## src/rtl/reduce_buffer_drain_seq.sv

```systemverilog
// Read side of the reduce buffer: waits for the writer, streams 2^n entries through a
// credit-controlled FWFT FIFO. Optional macro REDUCE_DRAIN_CLEAR_EN adds zero write-back.
module reduce_buffer_drain_seq #(
  parameter int DATA_WIDTH          = 64,
  parameter int ADDR_WIDTH          = 12,
  parameter int COMMON_BRAM_LATENCY = 1,
  localparam int N_POLY      = 2,
  localparam int LEVEL_WIDTH = 4,
  localparam int FIFO_DEPTH  = COMMON_BRAM_LATENCY + 2
) (
  input  logic                         clk,
  input  logic                         rst_n,
  input  logic                         i_start,
  input  logic [LEVEL_WIDTH-1:0]       i_n,
  input  logic                         i_wr_done,
  output logic [ADDR_WIDTH-1:0]        o_addr_rb,
  output logic                         o_en_rb,
  input  logic [N_POLY*DATA_WIDTH-1:0] i_data_rb,
  output logic [N_POLY*DATA_WIDTH-1:0] o_data,
  output logic                         o_valid,
  input  logic                         i_ready,
  output logic                         o_last,
  output logic                         o_busy,
  output logic                         o_done
`ifdef REDUCE_DRAIN_CLEAR_EN
  ,
  output logic [ADDR_WIDTH-1:0]        o_addr_clr,
  output logic                         o_we_clr,
  output logic [N_POLY*DATA_WIDTH-1:0] o_data_clr
`endif
);

  localparam int ENTRY_W = N_POLY * DATA_WIDTH;
  localparam int LAT     = COMMON_BRAM_LATENCY;
  localparam int CNT_W   = $clog2(FIFO_DEPTH + 1);
  localparam int CW1     = CNT_W + 1;
  localparam int CTR_W   = ADDR_WIDTH + 1;

  typedef enum logic [1:0] {IDLE, WAIT, DRAIN, FLUSH} state_t;

  state_t                 state, state_nxt;
  logic [LEVEL_WIDTH-1:0] n_q, n_eff;
  logic [CTR_W-1:0]       rd_cnt, last_addr;
  logic                   vld_pipe  [LAT];
  logic                   last_pipe [LAT];
  logic [CNT_W-1:0]       inflight, fifo_count, wr_idx;
  logic [ENTRY_W:0]       fifo_mem [FIFO_DEPTH];
  logic [ENTRY_W:0]       fifo_nxt [FIFO_DEPTH];
  logic                   issue, issue_last, push, pop, credit_ok, start_drain;

  always_comb begin
    n_eff = n_q;
    if (int'(n_q) > ADDR_WIDTH) n_eff = LEVEL_WIDTH'(ADDR_WIDTH);
  end

  assign last_addr   = (CTR_W'(1) << n_eff) - CTR_W'(1);
  assign o_valid     = (fifo_count != '0);
  assign pop         = o_valid & i_ready;
  assign push        = vld_pipe[LAT-1];
  // Credits cover both FIFO occupancy and reads whose data is still in the BRAM pipe.
  assign credit_ok   = ({1'b0, fifo_count} + {1'b0, inflight}) < (CW1'(FIFO_DEPTH) + CW1'(pop));
  assign issue       = (state == DRAIN) && credit_ok;
  assign issue_last  = issue && (rd_cnt == last_addr);
  assign start_drain = (state == IDLE) && i_start;

  assign o_en_rb   = issue;
  assign o_addr_rb = rd_cnt[ADDR_WIDTH-1:0];
  assign o_data    = fifo_mem[0][ENTRY_W-1:0];
  assign o_last    = o_valid & fifo_mem[0][ENTRY_W];
  assign o_busy    = (state != IDLE);
  assign o_done    = (state == IDLE);

  always_ff @(posedge clk or negedge rst_n) begin
    if (!rst_n) state <= IDLE;
    else        state <= state_nxt;
  end

  always_comb begin
    state_nxt = state;
    case (state)
      IDLE:  if (i_start) state_nxt = i_wr_done ? DRAIN : WAIT;
      WAIT:  if (i_wr_done) state_nxt = DRAIN;
      DRAIN: if (issue_last) state_nxt = FLUSH;
      // Leave once nothing remains in flight or buffered after this cycle's push/pop.
      FLUSH: if ((inflight == CNT_W'(push)) &&
                 ((fifo_count + CNT_W'(push)) == CNT_W'(pop))) state_nxt = IDLE;
      default: state_nxt = IDLE;
    endcase
  end

  // Shift-register FIFO: the head always sits in slot 0, so the output is a plain register.
  always_comb begin
    wr_idx = fifo_count - CNT_W'(pop);
    for (int i = 0; i < FIFO_DEPTH; i++) fifo_nxt[i] = fifo_mem[i];
    if (pop) begin
      for (int i = 0; i < FIFO_DEPTH - 1; i++) fifo_nxt[i] = fifo_mem[i+1];
      fifo_nxt[FIFO_DEPTH-1] = '0;
    end
    if (push) begin
      for (int i = 0; i < FIFO_DEPTH; i++)
        if (wr_idx == CNT_W'(i)) fifo_nxt[i] = {last_pipe[LAT-1], i_data_rb};
    end
  end

  always_ff @(posedge clk or negedge rst_n) begin
    if (!rst_n) begin
      n_q        <= '0;
      rd_cnt     <= '0;
      inflight   <= '0;
      fifo_count <= '0;
      for (int i = 0; i < LAT; i++) begin
        vld_pipe[i]  <= 1'b0;
        last_pipe[i] <= 1'b0;
      end
      for (int i = 0; i < FIFO_DEPTH; i++) fifo_mem[i] <= '0;
    end else begin
      if (start_drain) begin
        n_q    <= i_n;
        rd_cnt <= '0;
      end else if (issue) begin
        rd_cnt <= rd_cnt + CTR_W'(1);
      end
      vld_pipe[0]  <= issue;
      last_pipe[0] <= issue_last;
      for (int i = 1; i < LAT; i++) begin
        vld_pipe[i]  <= vld_pipe[i-1];
        last_pipe[i] <= last_pipe[i-1];
      end
      inflight   <= inflight + CNT_W'(issue) - CNT_W'(push);
      fifo_count <= fifo_count + CNT_W'(push) - CNT_W'(pop);
      for (int i = 0; i < FIFO_DEPTH; i++) fifo_mem[i] <= fifo_nxt[i];
    end
  end

`ifdef REDUCE_DRAIN_CLEAR_EN
  logic [ADDR_WIDTH-1:0] clr_addr_pipe [LAT];

  // Zero write-back lands the same cycle the read data is captured into the FIFO.
  always_ff @(posedge clk or negedge rst_n) begin
    if (!rst_n) begin
      for (int i = 0; i < LAT; i++) clr_addr_pipe[i] <= '0;
    end else begin
      clr_addr_pipe[0] <= rd_cnt[ADDR_WIDTH-1:0];
      for (int i = 1; i < LAT; i++) clr_addr_pipe[i] <= clr_addr_pipe[i-1];
    end
  end

  assign o_we_clr   = vld_pipe[LAT-1];
  assign o_addr_clr = clr_addr_pipe[LAT-1];
  assign o_data_clr = '0;
`endif

endmodule

```

## config.mk

```make
export PLATFORM = sky130hd
export DESIGN_NAME = reduce_buffer_drain_seq
export DESIGN_NICKNAME = d
export VERILOG_FILES = /design/src/rtl/reduce_buffer_drain_seq.sv
export SDC_FILE = /design/constraint.sdc
export NUM_CORES = 1
export LEC_CHECK = 0
export BUFFER_PORTS_ARGS = -buffer_cell sky130_fd_sc_hd__buf_2
export CORE_MARGIN = 1.5
export CORE_UTILIZATION = 40
export DETAILED_ROUTE_END_ITERATION = 10
export GPL_TIMING_DRIVEN = 0
export PLACE_DENSITY = 0.68
export SLEW_MARGIN = 20
export SYNTH_ARGS = -nofsm -noshare
export SYNTH_HDL_FRONTEND = slang
export SYNTH_SLANG_ARGS = --single-unit
```

## constraint.sdc

```tcl
create_clock -name clk -period 7.4 [get_ports clk]
set_input_delay 1.48 -clock clk [delete_from_list [all_inputs] [get_ports clk]]
set_output_delay 1.48 -clock clk [all_outputs]
set_load 0.05 [all_outputs]
```

==> flow_metrics.tcl, run 1 <==
set metrics [dict create \
    status "finished, final reports clean" \
    drc 0 \
    setup_tns_ns 0 \
    routedWlPerCell_um 18.52 \
    path_cells "buf_2 -> o21ai_0 -> clkbuf_1 -> buf_1 -> ha_1 -> nor4b_1 -> a211oi_1 -> clkbuf_1 -> inv_1 -> buf_2" \
    fin_skew_ns 0.01956 \
    netlist_area_sq_um 19090 \
    drtIter0Drc 1174 \
    grt_max_degree 100 \
    placed_cells 2666 \
    dp_worst_setup_slack_ns 1.562 \
    hold_buffers 0 \
    p_leak_nw 11.56 \
    core_area_sq_um 46850 \
    grt_pass1_wl_um 81380 \
    synthCells 1773 \
    antenna_found_initial 16 \
    p_switching_mw 4.954 \
    cts.sinks 412 \
    fin_cells 2755 \
    num_rows 79 \
    fin_ws_ns 1.604 \
    placed_area_sq_um 21400 \
    final_nets 2258 \
    avgViaCountPerCell 5.299 \
    synthTopCellsByArea "dfrtp_1 54%, mux2i_1 14%, o21ai_0 6.9%" \
    dieArea_sq_um 49050 \
    hold_viol 0 \
    crit_slowest_cell "buf_1" \
    synth_top_area_share_pct 54.00 \
    post_cts_buffers 0 \
    synth.net_count 1925 \
    numCtsBuffers 45 \
    yosysWarningCount 0 \
    drv_slew 0 \
    clk_pin_slew_ns 0.06 \
    io_buffers 281 \
    ant_nets 0 \
    yosysTopAreaCell "dfrtp_1" \
    die_y_um 221.5 \
    synth_flop_cell "dfrtp_1" \
    postLayoutCellArea_sq_um 22900 \
    clockBufferDepth 3 \
    root_buffer "clkbuf_16" \
    fin_crit_ns 5.796 \
    overflow 0 \
    synth_edf_count 0 \
    syn_avg_cell_area_sq_um 10.77 \
    arrival_ns 4.32 \
    via_count 14600 \
    synth-async-reset-ratio_pct 100.0 \
    drv_cap 0 \
    relSlewSlack_pct 26.88 \
    utilization_pct 48.88 \
    cp_max_fo 10 \
    switching_share_pct 43.91 \
    h-tree-depth 2 \
    ir_worst_vdd_v 0.0002533 \
    grt_pass1_vias 14670 \
    drt_wl_total_um 51020 \
    fin_crit_sh_pct 78.32 \
    endpoint_kind "primary output" \
    dpl.hpwl_um 34580 \
    clk_latency_ns 0.57 \
    power_frac_clock_pct 20.0 \
    drive_above_1_share_pct 23.75 \
    setup_viol 0 \
    synth_seq_cells 412 \
    synth_cell_types 51 \
    gp_congestion 0.8248 \
    io-pin-count 282 \
    dr.pass1.iters 7 \
    pwr-share-comb_pct 48.3 \
    hold_class "reg2reg" \
    p_total_mw 11.28 \
    post_cts_resized 0 \
    clock.fmax_ghz 0.1725 \
    cts_tree "yes" \
    worstMarginPinSlew_ns 1.097 \
    power_frac_seq_pct 31.7 \
    slowest_delay_ns 0.65 \
    initial_core_util_pct 40.75 \
    areaGrowthSynthToFinish_pct 19.93 \
    p_int_mw 6.329 \
    worstSetupStartpointType "input port" \
    critPathKind "in2out" \
    grt_usage_pct 20.61 \
    crit_required_ns 5.92 \
    yosysSeqAreaShare_pct 54.00 \
    power.density_nw_per_um2 492.7 \
    timing.hold.ws_ns 0.4991 \
    dieWidth_um 221.5 \
    rsz0062_at_grt "false" \
]
-- routing by layer --
metal | wire length, um | GRT usage (%) | part of all wire (%)
met1 | 22700 | 28.08 | 44
met2 | 23610 | 32.47 | 46
met3 | 3587 | 5.192 | 7.0
met4 | 1018 | 6.076 | 2.0
met5 | 92 | 0 | 0.18
-- layout make-up --
type,instances,area (sq um)
clock buffers,69,1346
inverters,15,56.30
well taps,607,759.5
repair buffers,286,1538
multi-input cells,1076,7183
diodes,9,22.52
fillers,4301,23950
flip-flops and latches,412,10310
plain buffers,270,1550
clock inverters,11,133.9
-- cell usage in the layout (no fill, tap or decap), types with 4 or more instances in the layout --
| master | instances |
|---|---|
| buf_4 | 140 |
| buf_16 | 4 |
| o21ai_0 | 265 |
| nor2b_1 | 4 |
| xnor2_1 | 11 |
| nand2_1 | 276 |
| clkinv_2 | 4 |
| dfrtp_1 | 412 |
| nor2_1 | 19 |
| a31oi_1 | 4 |
| nand4_1 | 4 |
| inv_1 | 15 |
| clkbuf_16 | 45 |
| diode_2 | 9 |
| and2_1 | 5 |
| mux2i_1 | 260 |
| nor4_1 | 5 |
| xor2_1 | 7 |
| nor3_1 | 7 |
| a22o_1 | 129 |
| buf_2 | 282 |
| ha_1 | 14 |
| clkbuf_8 | 13 |
| nand3_1 | 9 |
| clkbuf_1 | 119 |
| or3_1 | 4 |
| buf_1 | 18 |
| nor3b_1 | 4 |
-- kinds of logic (layout without fill, tap and decap cells) --
kind of cell,after synthesis,after routing,synth area share [%]
AO/OA/AOI/OAI,421,421,13.92
XOR/XNOR,18,18,0.8257
adder cells (fa/ha/maj),15,15,1.022
buffers and inverters,285,651,8.408
flip-flops,412,412,54.00
multiplexers,263,263,13.81
other,0,9,0
AND/OR/NAND/NOR,359,359,8.021
-- power by group through the flow --
stage                     logic [mW]  clock network (mW)  registers [mW]
after floorplan                 4.10                   0            3.45
after global placement          5.31                   0            3.58
after detailed placement        5.45                   0            3.61
after CTS                       5.47                2.31            3.57
after global routing            5.91                2.41            3.67
final                           5.45                2.25            3.58
-- registers in the layout (all words and copies together), names as in the netlist --
name / count
push: 1
n_q: 4
fifo_count: 2
o_data: 128
state: 2
fifo_mem: 259
rd_cnt: 13
last_pipe: 1
inflight: 2
-- Yosys cell counts (5+ instances only) --
library cell	n
a22o_1	129
and2_1	5
buf_1	18
buf_4	140
clkbuf_1	109
dfrtp_1	412
ha_1	14
inv_1	15
mux2i_1	260
nand2_1	276
nand3_1	9
nor2_1	19
nor3_1	7
nor3b_1	5
nor4_1	5
o21ai_0	265
xnor2_1	11
xor2_1	7
-- worst max-delay path: cells and delay by family --
kind / cells / cell delay, ns
AO/OA/AOI/OAI: 2 / 0.45
adder cells (fa/ha/maj): 1 / 0.33
AND/OR/NAND/NOR: 1 / 0.07
buffers and inverters: 6 / 1.98
-- path summary, 6_finish.rpt --
path	from	to	slack, ns	cells past startpoint
setup / recovery	i_ready	o_en_rb	1.60	10
hold / removal	fifo_mem[121]	fifo_mem[121]	0.50	1
setup reg to reg	fifo_count[1]	fifo_mem[160]	2.83	10
hold reg to reg	fifo_mem[121]	fifo_mem[121]	0.50	1
max in group asynchronous	rst_n	o_data[107]	5.20	3
min in group asynchronous	rst_n	fifo_mem[168]	0.88	1
Note: power is estimated with default switching activity, not from simulation.
==> run 2, diff against run 1 <==
--- a/config.mk
+++ b/config.mk
@@ -10,7 +10,7 @@
 export CORE_UTILIZATION = 40
 export DETAILED_ROUTE_END_ITERATION = 10
 export GPL_TIMING_DRIVEN = 0
-export PLACE_DENSITY = 0.68
+export PLACE_DENSITY = 0.71
 export SLEW_MARGIN = 20
 export SYNTH_ARGS = -nofsm -noshare
 export SYNTH_HDL_FRONTEND = slang
==> constraint.sdc (replaced) <==
create_clock -name clk -period 5.1 [get_ports clk]
set_input_delay 1.02 -clock clk [delete_from_list [all_inputs] [get_ports clk]]
set_output_delay 1.02 -clock clk [all_outputs]
set_load 0.05 [all_outputs]
==> flow_metrics.tcl, run 2 (synthesized netlist as in run 1, its figures left out) <==
set metrics [dict create \
    cts_tree "yes" \
    dr.pass1.iters 5 \
    cts.sinks 412 \
    drive_above_1_share_pct 23.96 \
    critPathKind "reg2out" \
    crit_slowest_cell "dfrtp_1" \
    ant_nets 0 \
    grt_max_degree 103 \
    worstSetupStartpointType "flip-flop" \
    grt_usage_pct 21.04 \
    gp_congestion 0.8276 \
    power.density_nw_per_um2 712.3 \
    die_y_um 221.5 \
    regMostFlops "fifo_mem" \
    root_buffer "clkbuf_16" \
    grt_pass1_wl_um 82950 \
    areaGrowthSynthToFinish_pct 19.52 \
    path_delay_family "buffers and inverters" \
    p_leak_nw 11.53 \
    fin_crit_ns 4.748 \
    grt_pass1_vias 14990 \
    hold_viol 0 \
    drv_cap 0 \
    fin_skew_ns 0.02419 \
    seq_area_sq_um 10310 \
    dp_worst_setup_slack_ns -0.3156 \
    timing.hold.ws_ns 0.3197 \
    final_nets 2257 \
    drv_slew 0 \
    crit_required_ns 4.08 \
    hold_class "in2async" \
    io_buffers 281 \
    endpoint_kind "primary output" \
    reg2reg_depth 11 \
    dpl.hpwl_um 34770 \
    multiInputGateArea_sq_um 7183 \
    clockBufferDepth 3 \
    r2r-start "fifo_count[1]" \
    via_count 14680 \
    clock.fmax_ghz 0.2106 \
    arrival_ns 3.73 \
    clk_latency_ns 0.58 \
    rsz0062_at_grt "false" \
    initial_core_util_pct 40.75 \
    largest_register_ffs 259 \
    drc 0 \
    final_cell_mix "412 x dfrtp_1, 282 x buf_2, 276 x nand2_1" \
    io-pin-count 282 \
    fin_ws_ns 0.3518 \
    dieWidth_um 221.5 \
    setup_viol 0 \
    num_rows 79 \
    post_cts_buffers 0 \
    p_total_mw 16.25 \
    worstMarginPinSlew_ns 1.136 \
    routedWlPerCell_um 18.86 \
    avgViaCountPerCell 5.342 \
    drt_wl_total_um 51840 \
    slowest_delay_ns 0.47 \
    cp_max_fo 10 \
    final_common_cell "dfrtp_1" \
    dieArea_sq_um 49050 \
    drtIter0Drc 1270 \
    critPathBufInv 5 \
    core_area_sq_um 46850 \
    relSlewSlack_pct 24.27 \
    numCtsBuffers 45 \
    path_cells "o21ai_0 -> clkbuf_1 -> clkbuf_2 -> ha_1 -> nor4b_1 -> a211oi_1 -> clkbuf_1 -> inv_1 -> buf_2" \
    fillers 4290 \
    timing.reg2reg.setup_slack_ns 0.44 \
    timing.rr.end "o_data[58]" \
    h-tree-depth 2 \
    ir_worst_vdd_v 0.0004243 \
    clk_pin_slew_ns 0.06 \
    fin_crit_sh_pct 93.10 \
    path_common_cell "clkbuf_1" \
    status "finished, final reports clean" \
    antenna_found_initial 9 \
    overflow 0 \
]
## run 2: layer usage
| layer | routed length, um | up-vias | GRT usage, % |
|---|---|---|---|
| li1 | - | 6734 | - |
| met1 | 22750 | 7376 | 27.97 |
| met2 | 24550 | 456 | 34.38 |
| met3 | 3034 | 106 | 4.382 |
| met4 | 1423 | 12 | 6.894 |
| met5 | 80 | - | 0 |
## run 2: worst register-to-register path, delay by kind of cell, from the launching register on
kind / cells / cell delay [ns]
simple gates: 3 / 0.72
fa+ha+maj: 1 / 0.38
flops: 1 / 0.47
buf+inv: 5 / 2.66
compound gates: 2 / 0.34
## run 2: power by group
group	internal (mW)	total (mW)	switching [mW]	leakage (nW)
registers	4.50	5.19	0.687	5.36
logic	2.75	7.95	5.19	5.48
clock network	1.76	3.12	1.35	0.696
## run 2: how the worst max path moves through the flow
| stage | from | endpoint | slack, ns | cells after the start |
|---|---|---|---|---|
| 2_1_floorplan | i_ready | o_en_rb | 1.04 | 8 |
| 3_3_place_gp | rst_n | rd_cnt[11] | -4.97 | 1 |
| 3_5_place_dp | i_ready | fifo_mem[233] | -0.32 | 11 |
| 4_1_cts | fifo_count[1] | o_en_rb | 0.005 | 9 |
| 6_report | fifo_count[1] | o_en_rb | 0.35 | 9 |
| 5_1_grt | fifo_count[1] | o_en_rb | 0.06 | 9 |
## run 2: stage by stage
step | utilization (%) | instance area, sq um | setup TNS [ns] | cells
after floorplan | - | 19090 | 0 | 1773
after global routing | 48.69 | 22810 | 0 | 2747
final | 48.70 | 22820 | 0 | 2749
after detailed placement | 45.65 | 21390 | -34.10 | 2665
after CTS | 48.66 | 22800 | 0 | 2744
after global placement | 45.37 | 21260 | -2087.40 | 2661
## run 2: layout make-up
cell class              instances  share of cell area, %
clock buffers                  62                  5.609
flip-flops and latches        412                  45.18
plain buffers                 270                  6.837
multi-input cells            1076                  31.48
well taps                     607                  3.328
inverters                      15                 0.2467
clock inverters                17                 0.5757
repair buffers                285                  6.689
diodes                          5                0.05483
## run 2: timing repair
| item | 4_1_cts | 5_1_grt |
|---|---|---|
| setup endpoints to repair | 0 | 12 |
| hold buffers | 0 | 0 |
| gates resized for setup | 0 | 7 |
==> run 3, diff against run 2 <==
--- a/config.mk
+++ b/config.mk
@@ -5,12 +5,14 @@
 export SDC_FILE = /design/constraint.sdc
 export NUM_CORES = 1
 export LEC_CHECK = 0
+export ABC_AREA = 1
 export BUFFER_PORTS_ARGS = -buffer_cell sky130_fd_sc_hd__buf_2
+export CORE_ASPECT_RATIO = 0.8
 export CORE_MARGIN = 1.5
 export CORE_UTILIZATION = 40
 export DETAILED_ROUTE_END_ITERATION = 10
 export GPL_TIMING_DRIVEN = 0
-export PLACE_DENSITY = 0.71
+export PLACE_DENSITY = 0.7
 export SLEW_MARGIN = 20
 export SYNTH_ARGS = -nofsm -noshare
 export SYNTH_HDL_FRONTEND = slang
==> flow_metrics.tcl, run 3 <==
set metrics [dict create \
    status "finished, final reports clean" \
    drtIter0Drc 1555 \
    grt_usage_pct 23.10 \
    hold_viol 0 \
    synth-async-reset-ratio_pct 100.0 \
    gp_congestion 0.8766 \
    synth_top_area_share_pct 52.94 \
    worstSetupStartpointType "flip-flop" \
    clockBufferDepth 3 \
    drt_wl_total_um 58880 \
    synth_edf_count 0 \
    final_cell_mix "412 x dfrtp_1, 400 x o21ai_0, 330 x buf_2" \
    post_cts_resized 0 \
    drc 0 \
    dp_worst_setup_slack_ns 0.6659 \
    synth_seq_cells 412 \
    p_leak_nw 11.08 \
    relSlewSlack_pct 34.56 \
    drv_cap 0 \
    synth.net_count 2407 \
    cts.sinks 412 \
    ant_nets 0 \
    avgViaCountPerCell 5.404 \
    io-pin-count 282 \
    power.density_nw_per_um2 685.4 \
    dr.pass1.iters 5 \
    core_area_sq_um 48200 \
    endpoint_kind "primary output" \
    yosysWarningCount 0 \
    switching_share_pct 44.65 \
    rsz0062_at_grt "false" \
    areaGrowthSynthToFinish_pct 19.32 \
    worstMarginPinSlew_ns 0.9815 \
    fin_crit_ns 4.563 \
    wl_met2_um 26720 \
    top_layer_used "met5" \
    synthCells 2255 \
    timing.reg2reg.setup_slack_ns 1.39 \
    pwr-share-comb_pct 46.3 \
    timing.hold.ws_ns 0.3679 \
    cp_max_fo 10 \
    via_count 17580 \
    hold_buffers 0 \
    arrival_ns 3.54 \
    final_nets 2738 \
    hold_class "in2async" \
    clk_latency_ns 0.60 \
    grt_pass1_vias 17380 \
    dpl.hpwl_um 41340 \
    dieWidth_um 249.7 \
    power_frac_clock_pct 20.2 \
    numCtsBuffers 44 \
    fillers 4582 \
    synthAdderAreaFrac_pct 1.002 \
    grt_max_degree 95 \
    root_buffer "clkbuf_16" \
    fin_skew_ns 0.03191 \
    reg2reg_depth 13 \
    netlist_area_sq_um 19470 \
    synth_flop_cell "dfrtp_1" \
    overflow 0 \
    cts_tree "yes" \
    syn_avg_cell_area_sq_um 8.636 \
    synth_cell_types 34 \
    synth_compound_area_share_pct 19.06 \
    met1_length_um 26700 \
    setup_tns_ns 0 \
    p_total_mw 15.93 \
    initial_core_util_pct 40.40 \
    synth_top_family_by_area "compound AO/OA/AOI/OAI gates" \
    synthTopCellsByArea "dfrtp_1 53%, o21ai_0 10%, o22ai_1 8.3%" \
    ir_worst_vdd_v 0.0004036 \
    drv_slew 0 \
    timing.rr.end "fifo_mem[88]" \
    power_frac_seq_pct 33.5 \
    p_int_mw 8.814 \
    h-tree-depth 2 \
    dieArea_sq_um 50030 \
    synthSimpleGateAreaFrac_pct 14.39 \
    num_rows 72 \
    critPathKind "reg2out" \
    fin_crit_sh_pct 89.48 \
    largest_register_ffs 259 \
    final_common_cell "dfrtp_1" \
    synth-xor-area-share_pct 0.2699 \
    clock.fmax_ghz 0.2191 \
    clk_pin_slew_ns 0.07 \
    fin_ws_ns 0.5366 \
    r2r-start "fifo_count[1]" \
    io_buffers 281 \
    setup_viol 0 \
    routed-wl-met3_um 3718 \
    synth_most_common_cell "dfrtp_1" \
    routedWlPerCell_um 18.10 \
    drive_above_1_share_pct 21.57 \
    utilization_pct 48.21 \
    regMostFlops "fifo_mem" \
    antenna_found_initial 11 \
    synth.area.mux_share_pct 0 \
    post_cts_buffers 0 \
    yosysTopAreaCell "dfrtp_1" \
    die_y_um 200.4 \
    crit_required_ns 4.08 \
    grt_pass1_wl_um 93390 \
    yosysSeqAreaShare_pct 52.94 \
    synthTopCellsByCount "412 x dfrtp_1, 400 x o21ai_0, 283 x nor2_1" \
    p_switching_mw 7.111 \
]
run 3: cell count changes in the layout (fill, tap and decap cells not counted), moves of 7 or more:
| cell | change |
|---|---|
| o21ai_0 | +135 |
| inv_1 | +145 |
| nand3_1 | +142 |
| mux2i_1 | -260 |
| a22o_1 | -129 |
| nor2_1 | +264 |
| buf_2 | +48 |
| xnor2_1 | -7 |
| o22ai_1 | +256 |
| nand2_1 | -62 |
run 3: layout make-up:
type / instances / area [sq um] / share of cell area (%)
antenna: 5 / 12.51 / 0.05385
buffer: 314 / 1789 / 7.700
clock buffer: 66 / 1284 / 5.525
clock inverter: 13 / 148.9 / 0.6408
inverter: 164 / 616.8 / 2.655
multi-input combinational: 1365 / 6761 / 29.10
sequential: 412 / 10310 / 44.37
tap: 629 / 787.0 / 3.387
timing repair buffer: 285 / 1526 / 6.569
run 3: power groups by stage:
stage	Combinational (mW)	Clock (mW)	Sequential (mW)
2_1_floorplan	5.64	0	5.13
3_3_place_gp	7.14	0	5.32
3_5_place_dp	7.32	0	5.35
4_1_cts	7.36	3.28	5.32
5_1_grt	7.96	3.42	5.49
6_report	7.38	3.21	5.34
run 3: cells by family after synthesis:
family          after synthesis
compound gates              672
simple gates                672
buf+inv                     478
flops                       412
fa+ha+maj                    15
xor+xnor                      6
run 3: worst max-delay path by stage:
stage / from / to / depth (start not counted)
CTS: fifo_count[1] / o_en_rb / 12
global placement: rst_n / rd_cnt[11] / 1
detailed placement: i_ready / o_en_rb / 10
finish: fifo_count[1] / o_en_rb / 12
global route: fifo_count[1] / o_en_rb / 12
floorplan: i_ready / o_en_rb / 8
run 3: per-layer routing:
layer / track usage, % / vias up
li1: - / 8184
met1: 32.44 / 8613
met2: 36.12 / 658
met3: 3.639 / 119
met4: 8.537 / 4
met5: 0 / -
run 3: metrics by stage:
stage	area, sq um	cells
after global routing	23230	3251
after CTS	23220	3248
after floorplan	19470	2255
final	23240	3253
after global placement	21670	3165
after detailed placement	21790	3169
run 3: critical path, cell delays in order, from the launching register on:
cell and delay, ns:
dfrtp_1 0.41, buf_6 0.15, clkinv_2 0.06, nand2_2 0.07
nand2_2 0.08, buf_4 0.23, buf_2 0.35, buf_2 0.31
ha_1 0.29, a21oi_1 0.25, nand3_4 0.17, inv_1 0.27
buf_2 0.32
